<file path="src/rtl/mode_controller.sv">
// mode_controller: button-driven mode sequencer for the digital clock, with field blink,
// commit pulses and inactivity timeout for the time-set and alarm-set modes.
module mode_controller #(
    parameter int BLINK_DIV       = 50_000_000,
    parameter int TIMEOUT_TOGGLES = 20
) (
    input  logic       clk,
    input  logic       reset,
    input  logic       btn_mode,
    input  logic       btn_next,
    output logic [2:0] mode,
    output logic       enable_time_set,
    output logic       enable_alarm_set,
    output logic       enable_stopwatch,
    output logic       enable_game,
    output logic [3:0] blink_state,
    output logic       commit_time,
    output logic       commit_alarm
);
    localparam int CNT_W  = $clog2(BLINK_DIV);
    localparam int IDLE_W = $clog2(TIMEOUT_TOGGLES + 1);

    typedef enum logic [2:0] {
        CLOCK     = 3'd0,
        TIME_SET  = 3'd1,
        ALARM_SET = 3'd2,
        STOPWATCH = 3'd3,
        GAME      = 3'd4
    } mode_e;

    mode_e             mode_q, mode_d;
    logic              field_q, field_d;
    logic              phase_q, phase_d;
    logic [CNT_W-1:0]  blink_cnt_q, blink_cnt_d;
    logic [IDLE_W-1:0] idle_cnt_q, idle_cnt_d;
    logic              commit_time_q, commit_time_d;
    logic              commit_alarm_q, commit_alarm_d;
    logic              in_set;
    logic              wrap;

    assign in_set = (mode_q == TIME_SET) || (mode_q == ALARM_SET);
    assign wrap   = (blink_cnt_q == CNT_W'(BLINK_DIV - 1));

    always_comb begin
        mode_d         = mode_q;
        field_d        = field_q;
        phase_d        = phase_q;
        blink_cnt_d    = blink_cnt_q;
        idle_cnt_d     = idle_cnt_q;
        commit_time_d  = 1'b0;
        commit_alarm_d = 1'b0;

        if (btn_mode) begin
            // btn_mode outranks both btn_next and a coinciding timeout toggle
            case (mode_q)
                CLOCK:     mode_d = TIME_SET;
                TIME_SET:  mode_d = ALARM_SET;
                ALARM_SET: mode_d = STOPWATCH;
                STOPWATCH: mode_d = GAME;
                default:   mode_d = CLOCK;
            endcase
            commit_time_d  = (mode_q == TIME_SET);
            commit_alarm_d = (mode_q == ALARM_SET);
        end else if (in_set) begin
            if (btn_next) begin
                field_d     = ~field_q;
                phase_d     = 1'b0;
                blink_cnt_d = '0;
                idle_cnt_d  = '0;
            end else if (wrap) begin
                blink_cnt_d = '0;
                phase_d     = ~phase_q;
                if (idle_cnt_q == IDLE_W'(TIMEOUT_TOGGLES - 1)) begin
                    mode_d = CLOCK;
                end else begin
                    idle_cnt_d = idle_cnt_q + IDLE_W'(1);
                end
            end else begin
                blink_cnt_d = blink_cnt_q + CNT_W'(1);
            end
        end else if (!(mode_q inside {CLOCK, STOPWATCH, GAME})) begin
            mode_d = CLOCK;
        end

        // Any mode change restarts the edit context so a new set mode starts visible on HOURS
        if (mode_d != mode_q) begin
            field_d     = 1'b0;
            phase_d     = 1'b0;
            blink_cnt_d = '0;
            idle_cnt_d  = '0;
        end
    end

    always_ff @(posedge clk) begin
        if (reset) begin
            mode_q         <= CLOCK;
            field_q        <= 1'b0;
            phase_q        <= 1'b0;
            blink_cnt_q    <= '0;
            idle_cnt_q     <= '0;
            commit_time_q  <= 1'b0;
            commit_alarm_q <= 1'b0;
        end else begin
            mode_q         <= mode_d;
            field_q        <= field_d;
            phase_q        <= phase_d;
            blink_cnt_q    <= blink_cnt_d;
            idle_cnt_q     <= idle_cnt_d;
            commit_time_q  <= commit_time_d;
            commit_alarm_q <= commit_alarm_d;
        end
    end

    assign mode             = mode_q;
    assign enable_time_set  = (mode_q == TIME_SET);
    assign enable_alarm_set = (mode_q == ALARM_SET);
    assign enable_stopwatch = (mode_q == STOPWATCH);
    assign enable_game      = (mode_q == GAME);
    assign blink_state      = (in_set && phase_q) ? (field_q ? 4'b1100 : 4'b0011) : 4'b0000;
    assign commit_time      = commit_time_q;
    assign commit_alarm     = commit_alarm_q;
endmodule

</file>
<file path="config.mk">
export PLATFORM = sky130hd
export DESIGN_NAME = mode_controller
export DESIGN_NICKNAME = d
export VERILOG_FILES = /design/src/rtl/mode_controller.sv
export SDC_FILE = /design/constraint.sdc
export NUM_CORES = 1
export LEC_CHECK = 0
export ABC_AREA = 1
export CAP_MARGIN = 15
export CORE_ASPECT_RATIO = 1.5
export CORE_UTILIZATION = 50
export DETAILED_ROUTE_END_ITERATION = 8
export HOLD_SLACK_MARGIN = 0.12
export PLACE_DENSITY = 0.8
export SYNTH_ARGS = -nofsm -noshare
export SYNTH_HDL_FRONTEND = slang
export SYNTH_SLANG_ARGS = --single-unit
export TNS_END_PERCENT = 5
</file>
<file path="constraint.sdc">
create_clock -name clk -period 4.89 [get_ports clk]
set_input_delay 0.7335 -clock clk [delete_from_list [all_inputs] [get_ports clk]]
set_output_delay 0.7335 -clock clk [all_outputs]
set_load 0.05 [all_outputs]
</file>
**After elaboration in Yosys (flattened, before gate mapping)**

Index checks and enable logic that the tools add are counted.

- Input bits: 4
- Bits in registers: 38
- Output and inout bits: 13

- Mux-type cells: 16
- Equal/unequal tests: 8
- Add/sub/neg operators: 2
- Reduce and logical (&&, ||, !) cells: 11
- Bitwise operators: 3

Operators by type and width:

| kind | number |
|---|---|
| two-way mux 26 bit | 2 |
| adder 26 x 1 -> 26 bit (second input constant) | 1 |
| == test 26 bit (second input constant) | 1 |
| two-way mux 3 bit | 6 |
| two-way mux 5 bit | 3 |
| one-hot mux 3 bit (4 select lines) | 1 |
| two-way mux 4 bit | 2 |
| == test 3 x 2 -> 1 bit (second input constant) | 2 |
| AND reduction 3 bit | 2 |
| adder 5 x 1 -> 5 bit (second input constant) | 1 |
| == test 5 bit (second input constant) | 1 |
| AND reduction 4 bit | 1 |
| OR reduction 2 bit | 2 |
| == test 3 x 1 -> 1 bit (second input constant) | 1 |
| == test 3 bit (second input constant) | 1 |
| logical NOT 3 bit | 1 |
| inequality test 3 bit | 1 |
| inverter 1 bit | 3 |
| nonzero test 3 bit | 1 |
| two-way mux 1 bit | 2 |
| inequality test 2 bit (second input constant) | 1 |
| AND reduction 2 bit | 1 |
| nonzero test 2 bit | 1 |
| logical AND 1 bit | 1 |
| logical OR 1 bit | 1 |

**Depth between registers and ports, before layout**

Gate-level depths: netlist (run 1).

- Depth in word-level cells: 8
- Depth in mapped cells: 13
- Gate-level depth less buffers: 12

**Least setup slack after synthesis (run 1)**

Ideal clock, no wire load.

- Kind: register to output
- Start: register mode_q[0], in the netlist mode[0]
- End: output port blink_state[1]
- Arrival: 2.603 ns
- Required time: 4.157 ns
- Path buffers: 1
- Setup slack: 1.553 ns
- Stages on the path, launching flop included: 8
- Path through: dfxtp_1 -> inv_2 -> nor2_2 -> nand2_2 -> nand2_2 -> inv_2 -> nor3_1 -> buf_4

- Cells in the longest elaborated chain, start to end: 4
- Elaborated cells on any way between the ends: 5
- Classes of those cells: eq/ne: 2; mux: 1; reduce/logical: 2

Ends and longest elaborated chain:

| what | RTL line | text |
|---|---|---|
| from (decl) | 31 | `mode_e mode_q, mode_d;` |
| from (signal assigned) | 104 | `mode_q <= mode_d;` |
| == test 3 x 1 -> 1 bit or == test 3 x 2 -> 1 bit (tied branches) | 41 | `assign in_set = (mode_q == TIME_SET) \|\| (mode_q == ALARM_SET);` |
| logical OR 1 bit (*) | 41 |  |
| logical AND 1 bit (*) | 119 | `assign blink_state = (in_set && phase_q) ? (field_q ? 4'b1100 : 4'b0011) : 4'b0000;` |
| two-way mux 4 bit (*) | 119 |  |
| to (decl) | 16 | `output logic [3:0] blink_state,` |

Every way passes the cells marked *; elsewhere a longest branch is shown, timed or not.

**Worst setup path after layout (run 1)**

Ends and elaborated chain as after synthesis.

==> results.toml, run 1 <==
[critical_path]
path_class = "flip-flop to primary output"
crit_path_top_delay_cell = "clkdlybuf4s50_1"
worst_ep_arrival_time_ns = 2.28
worstSetupEndpoint = "blink_state[1]"
r2r_start = "blink_cnt_q[0]$_SDFFE_PP0P_"
required_ns = 4.16
r2r_cells = 10
start_kind = "flip-flop"
cp.depth = 7
r2r_slack_ns = 2.52
critPathBufInv = 3
critPathCaptureType = "primary output"
cp_cell_sequence = "inv_2 > nor2_2 > nand2_2 > nand2_2 > inv_2 > nor3_1 > clkdlybuf4s50_1"
max_stage_delay_ns = 0.86
crit_fanout = 6
crit_start = "mode[0]$_SDFF_PP0_"
r2r_end = "blink_cnt_q[17]$_SDFFE_PP0P_"
path_delay_family = "buffers and inverters"

[sta]
setup_viol = 0
rsz0062_at_grt = "no"
maxSlewHeadroom_pct = 54.5
skew_ns = 0.00838
worst_pin_slew_ns = 0.682
finalMaxSlewViolations = 0
clock.fmax_ghz = 0.332
min_period_ns = 3.01
finalCritPeriodShare_pct = 61.7
finalSetupTns_ns = 0
hold_violations = 0

[clocking]
cts_resized = 0
cts_sinks = 38
clockRootBuffer = "clkbuf_8"
insertion_delay_ns = 0.30
htree_levels = 2
cts_tree = "yes"
ctsLongestPathBuffers = 2
path_clk_slew_ns = 0.07
post-cts-setup-buffers = 0
cts-hold-fix-buffers = 0
numCtsBuffers = 5

[grt]
grt_start_max_net_pins = 34
first_global_vias = 2724
grt_pass1_wl_um = 11700
track_usage_pct = 25.1
overflow = 0
antenna_found_initial = 0

[synth]
synth_top_family_by_area = "simple AND/OR/NAND/NOR gates"
synth_nets = 470
synth-simple-area-share_pct = 50.3
synth_area_sq_um = 2750
syn_inst = 464
synth.area.mux_share_pct = 0
ys_ff_latch = 38
yosys_warnings = 0
synthAdderAreaFrac_pct = 0.912
synth_cell_type_count = 33
avgSynthCellArea_sq_um = 5.92
synth-seq-area-share_pct = 27.7
synth_compound_area_share_pct = 5.88
synth_xor_area_share_pct = 2.87

[cells_and_area]
num_antenna_cells = 0
final_cell_mix = "125 x nor2_1, 115 x nand2_1, 47 x inv_1, 38 x dfxtp_1, 26 x nand3_1"
synthToLayoutAreaGrowth_pct = 7.61
drive_gt1_share_pct = 8.05
post-route-util_pct = 56.8
final-seq-area_sq_um = 761
fillers = 543
final_common_cell = "nor2_1"
multi_input_area_sq_um = 1650
nets = 478
final_area_sq_um = 2950

[power]
p_leak_uw = 0.00107
ir_drop_mv = 0.208
finalPower_uw = 598
powerDensity_nw_per_um2 = 202

[die]
die_area_sq_um = 5800
fp.coreArea_sq_um = 5200
io-pin-count = 17
initial_core_util_pct = 52.7
die_w_um = 62.5
die_h_um = 92.8
core.rowCount = 32

[routing]
drt_first_pass_iters = 5
via_count = 2856
drt_iter0_markers = 138
drtAntennaViolNets = 0
routed_wl_um = 6930
drc = 0
avgViaCountPerCell = 5.29
routedWlPerCell_um = 12.8

[placement]
placed_area_sq_um = 2880
portBuffers = 16
gp_congestion = 0.954
dp_hpwl_um = 5110

[run_status]
outcome = "finished, final reports clean"

[job]
max_cap_viol_count = 0

[worst_hold_path]
min_from = "field_q$_SDFFE_PP0P_"
hp-class = "flip-flop to flip-flop"
[layout make-up]
class	instances	area share (%)
Multi-Input combinational cell	353	55.7
Sequential cell	38	25.8
Inverter	57	7.33
Timing Repair Buffer	17	5.68
Tap cell	68	2.88
Clock buffer	5	2.33
Clock inverter	2	0.339
[per-stage QoR]
step | hold WS [ns] | std cells | setup slack (ns)
after floorplan | 0.510 | 464 | 1.55
after global placement | 0.531 | 533 | 1.82
after detailed placement | 0.543 | 533 | 1.71
after CTS | 0.563 | 540 | 1.85
after global routing | 0.597 | 540 | 1.73
final | 0.556 | 540 | 1.88
[cells in the mapped netlist (all sizes together)]
cell	number	area, sq um
o21bai	1	7.51
clkbuf	1	3.75
nand3	29	168
a31oi	1	6.26
or2	1	6.26
ha	2	25.0
buf	15	119
nand4	22	144
a41oi	5	43.8
xor2	9	78.8
a21oi	8	40.0
nand2	119	462
dfxtp	38	761
inv	57	216
and3	1	6.26
nor2	133	534
nor3	10	60.1
o21ai	12	63.8
[worst register-to-register path: cells and delay by family (launching register included)]
kind,cells,cell delay (ns)
adders and majority gates,1,0.35
buffers and inverters,1,0.15
DFF,1,0.43
and+or+nand+nor,8,1.30
[how the worst min path moves through the flow]
| stage | end | depth (start not counted) | slack [ns] |
|---|---|---|---|
| finish | field_q$_SDFFE_PP0P_ | 2 | 0.56 |
| detailed placement | field_q$_SDFFE_PP0P_ | 2 | 0.54 |
| global route | blink_cnt_q[5]$_SDFFE_PP0P_ | 2 | 0.60 |
| global placement | phase_q$_SDFFE_PP0P_ | 4 | 0.53 |
| CTS | field_q$_SDFFE_PP0P_ | 2 | 0.56 |
| floorplan | field_q$_SDFFE_PP0P_ | 2 | 0.51 |
[state kept, by name (all words and copies together) (netlist names)]
| signal | flops |
|---|---|
| phase_q | 1 |
| commit_alarm | 1 |
| mode | 3 |
| idle_cnt_q | 5 |
| blink_cnt_q | 26 |
| commit_time | 1 |
| field_q | 1 |
[cell families after synthesis]
logic type | after synthesis
AO/OA/AOI/OAI | 27
flip-flops | 38
buffers and inverters | 73
XOR/XNOR | 9
adder cells (fa/ha/maj) | 2
AND/OR/NAND/NOR | 315
[power breakdown]
| group | internal, uW | switching, uW |
|---|---|---|
| sequential | 312 | 3.24 |
| clock | 95.7 | 116 |
| combinational | 17.6 | 54.0 |
[metal layers]
metal,vias up,share of wire (%),GRT usage [%]
li1,1475,-,-
met1,1253,38,25.8
met2,99,51,46.6
met3,29,5.2,3.20
met4,0,5.2,17.2
met5,-,0,0
No activity file was read; power rests on OpenSTA's default activity.
==> run 2, diff against run 1 <==
PLACE_DENSITY = 0.83   (was 0.8)
clock period = 2.5 ns   (was 4.89 ns; I/O delays follow)
==> results.toml, run 2 (synthesis gave the netlist of run 1 again) <==
[run_status]
outcome = "finished, final reports clean"

[die]
initial_core_util_pct = 52.7
die_area_sq_um = 5800
die_h_um = 92.8
fp.coreArea_sq_um = 5200
io-pin-count = 17
core.rowCount = 32
die_w_um = 62.5

[grt]
first_global_vias = 2807
track_usage_pct = 26.2
met3_usage_pct = 3.45
use_met2_pct = 50.6
overflow = 0
grt_use_met1_pct = 25.9
grt_start_max_net_pins = 26
top_usage_layer = "met2"
grt_pass1_wl_um = 12100
antenna_found_initial = 0

[clocking]
insertion_delay_ns = 0.29
numCtsBuffers = 5
clockRootBuffer = "clkbuf_8"
cts_sinks = 38
ctsLongestPathBuffers = 2
path_clk_slew_ns = 0.08
cts_tree = "yes"
htree_levels = 2

[critical_path]
crit_fanout = 6
r2r_end = "phase_q$_SDFFE_PP0P_"
cp.depth = 5
crit_path_top_delay_cell = "clkdlybuf4s50_1"
path_delay_family = "buffers and inverters"
path_class = "flip-flop to primary output"
start_kind = "flip-flop"
critPathBufInv = 3
r2r_slack_ns = 0.25
r2r_cells = 11
worst_ep_arrival_time_ns = 2.03
r2r_start = "blink_cnt_q[0]$_SDFFE_PP0P_"
required_ns = 2.12
cp_cell_sequence = "inv_2 > nor2_2 > inv_1 > nor2_1 > clkdlybuf4s50_1"
critPathCaptureType = "primary output"
max_stage_delay_ns = 0.83

[worst_hold_path]
hp-class = "flip-flop to flip-flop"
min_from = "idle_cnt_q[3]$_SDFFE_PP0P_"
hold_path_end = "idle_cnt_q[3]$_SDFFE_PP0P_"
hold_depth = 4

[sta]
setup_viol = 0
skew_ns = 0.00840
finalSetupTns_ns = 0
clock.fmax_ghz = 0.417
finalCritPeriodShare_pct = 96.0
rsz0062_at_grt = "no"
maxSlewHeadroom_pct = 66.2
worst_pin_slew_ns = 0.506
hold_violations = 0
min_period_ns = 2.40
finalMaxSlewViolations = 0

[routing]
drt_first_pass_iters = 4
avgViaCountPerCell = 5.30
routed_wl_um = 7240
via_count = 2895
routedWlPerCell_um = 13.3
drt_iter0_markers = 129
drc = 0
drtAntennaViolNets = 0

[cells_and_area]
final_area_sq_um = 3070
num_antenna_cells = 0
final_cell_mix = "125 x nor2_1, 115 x nand2_1, 47 x inv_1, 38 x dfxtp_1, 26 x nand3_1"
largest_reg_flops = 26
synthToLayoutAreaGrowth_pct = 11.9
regMostFlops = "blink_cnt_q"
final_common_cell = "nor2_1"
drive_gt1_share_pct = 9.83
post-route-util_pct = 59.0
nets = 483
final_cells = 546

[placement]
portBuffers = 16
placed_area_sq_um = 2930
gp_congestion = 0.951
dp_hpwl_um = 5240
dp.cells = 538

[job]
max_cap_viol_count = 0

[power]
p_int_uw = 1080
p_leak_uw = 0.00117
p_sw_uw = 351
seqPwrFrac_pct = 43.0
pwr-share-comb_pct = 10.8
swShare_pct = 24.6
powerDensity_nw_per_um2 = 465
ir_drop_mv = 0.411
clockPowerShare_pct = 46.1
run 2: worst min-delay path, delay by kind of cell (launching register included):
kind                   cells  cell delay, ns
flip-flops                 1            0.35
buffers and inverters      1            0.04
AND/OR/NAND/NOR            3            0.14
run 2: worst max path at each step:
stage | startpoint | end | slack [ns]
floorplan | mode[0]$_SDFF_PP0_ | blink_state[1] | 0.02
global placement | blink_cnt_q[0]$_SDFFE_PP0P_ | idle_cnt_q[2]$_SDFFE_PP0P_ | 0.36
detailed placement | blink_cnt_q[0]$_SDFFE_PP0P_ | idle_cnt_q[2]$_SDFFE_PP0P_ | 0.32
CTS | mode[0]$_SDFF_PP0_ | blink_state[2] | 0.02
global route | mode[0]$_SDFF_PP0_ | enable_stopwatch | 0.03
finish | mode[0]$_SDFF_PP0_ | enable_stopwatch | 0.1
run 2: metal layers:
layer	up-vias	share of wire, %	routed length, um
met5	-	0	0
met4	0	4.7	337
met3	28	4.1	297
met2	81	53	3830
met1	1302	38	2780
li1	1484	-	-
run 2: power groups by stage:
| stage | registers [uW] | clock network [uW] | logic (uW) |
|---|---|---|---|
| 2_1_floorplan | 641 | 0 | 107 |
| 3_3_place_gp | 630 | 0 | 151 |
| 3_5_place_dp | 630 | 0 | 154 |
| 4_1_cts | 615 | 660 | 155 |
| 5_1_grt | 617 | 685 | 166 |
| 6_report | 616 | 660 | 155 |
run 2: layout make-up:
cell class / count / area, sq um
Clock buffer: 6 / 82.6
Clock inverter: 2 / 60.1
Fill cell: 511 / 2130
Inverter: 57 / 216
Multi-Input combinational cell: 353 / 1650
Sequential cell: 38 / 761
Tap cell: 68 / 85.1
Timing Repair Buffer: 22 / 218
run 2: metrics by stage:
stage	power (uW)	hold WS [ns]	setup slack, ns
2_1_floorplan	748	0.444	0.0221
3_3_place_gp	781	0.538	0.363
3_5_place_dp	784	0.565	0.320
4_1_cts	1430	0.579	0.0166
5_1_grt	1470	0.616	0.0286
6_report	1430	0.579	0.0995
run 2: repair_timing:
item	4_1_cts	5_1_grt
setup buffers	0	0
gates resized for setup	0	2
setup endpoints to repair	0	2
hold buffers	0	0
==> run 3, diff against run 2 <==
SKIP_CTS_REPAIR_TIMING = 1   (was unset)
==> results of run 3 <==
No change in the layout: final DEF, timing and power equal those of run 2.
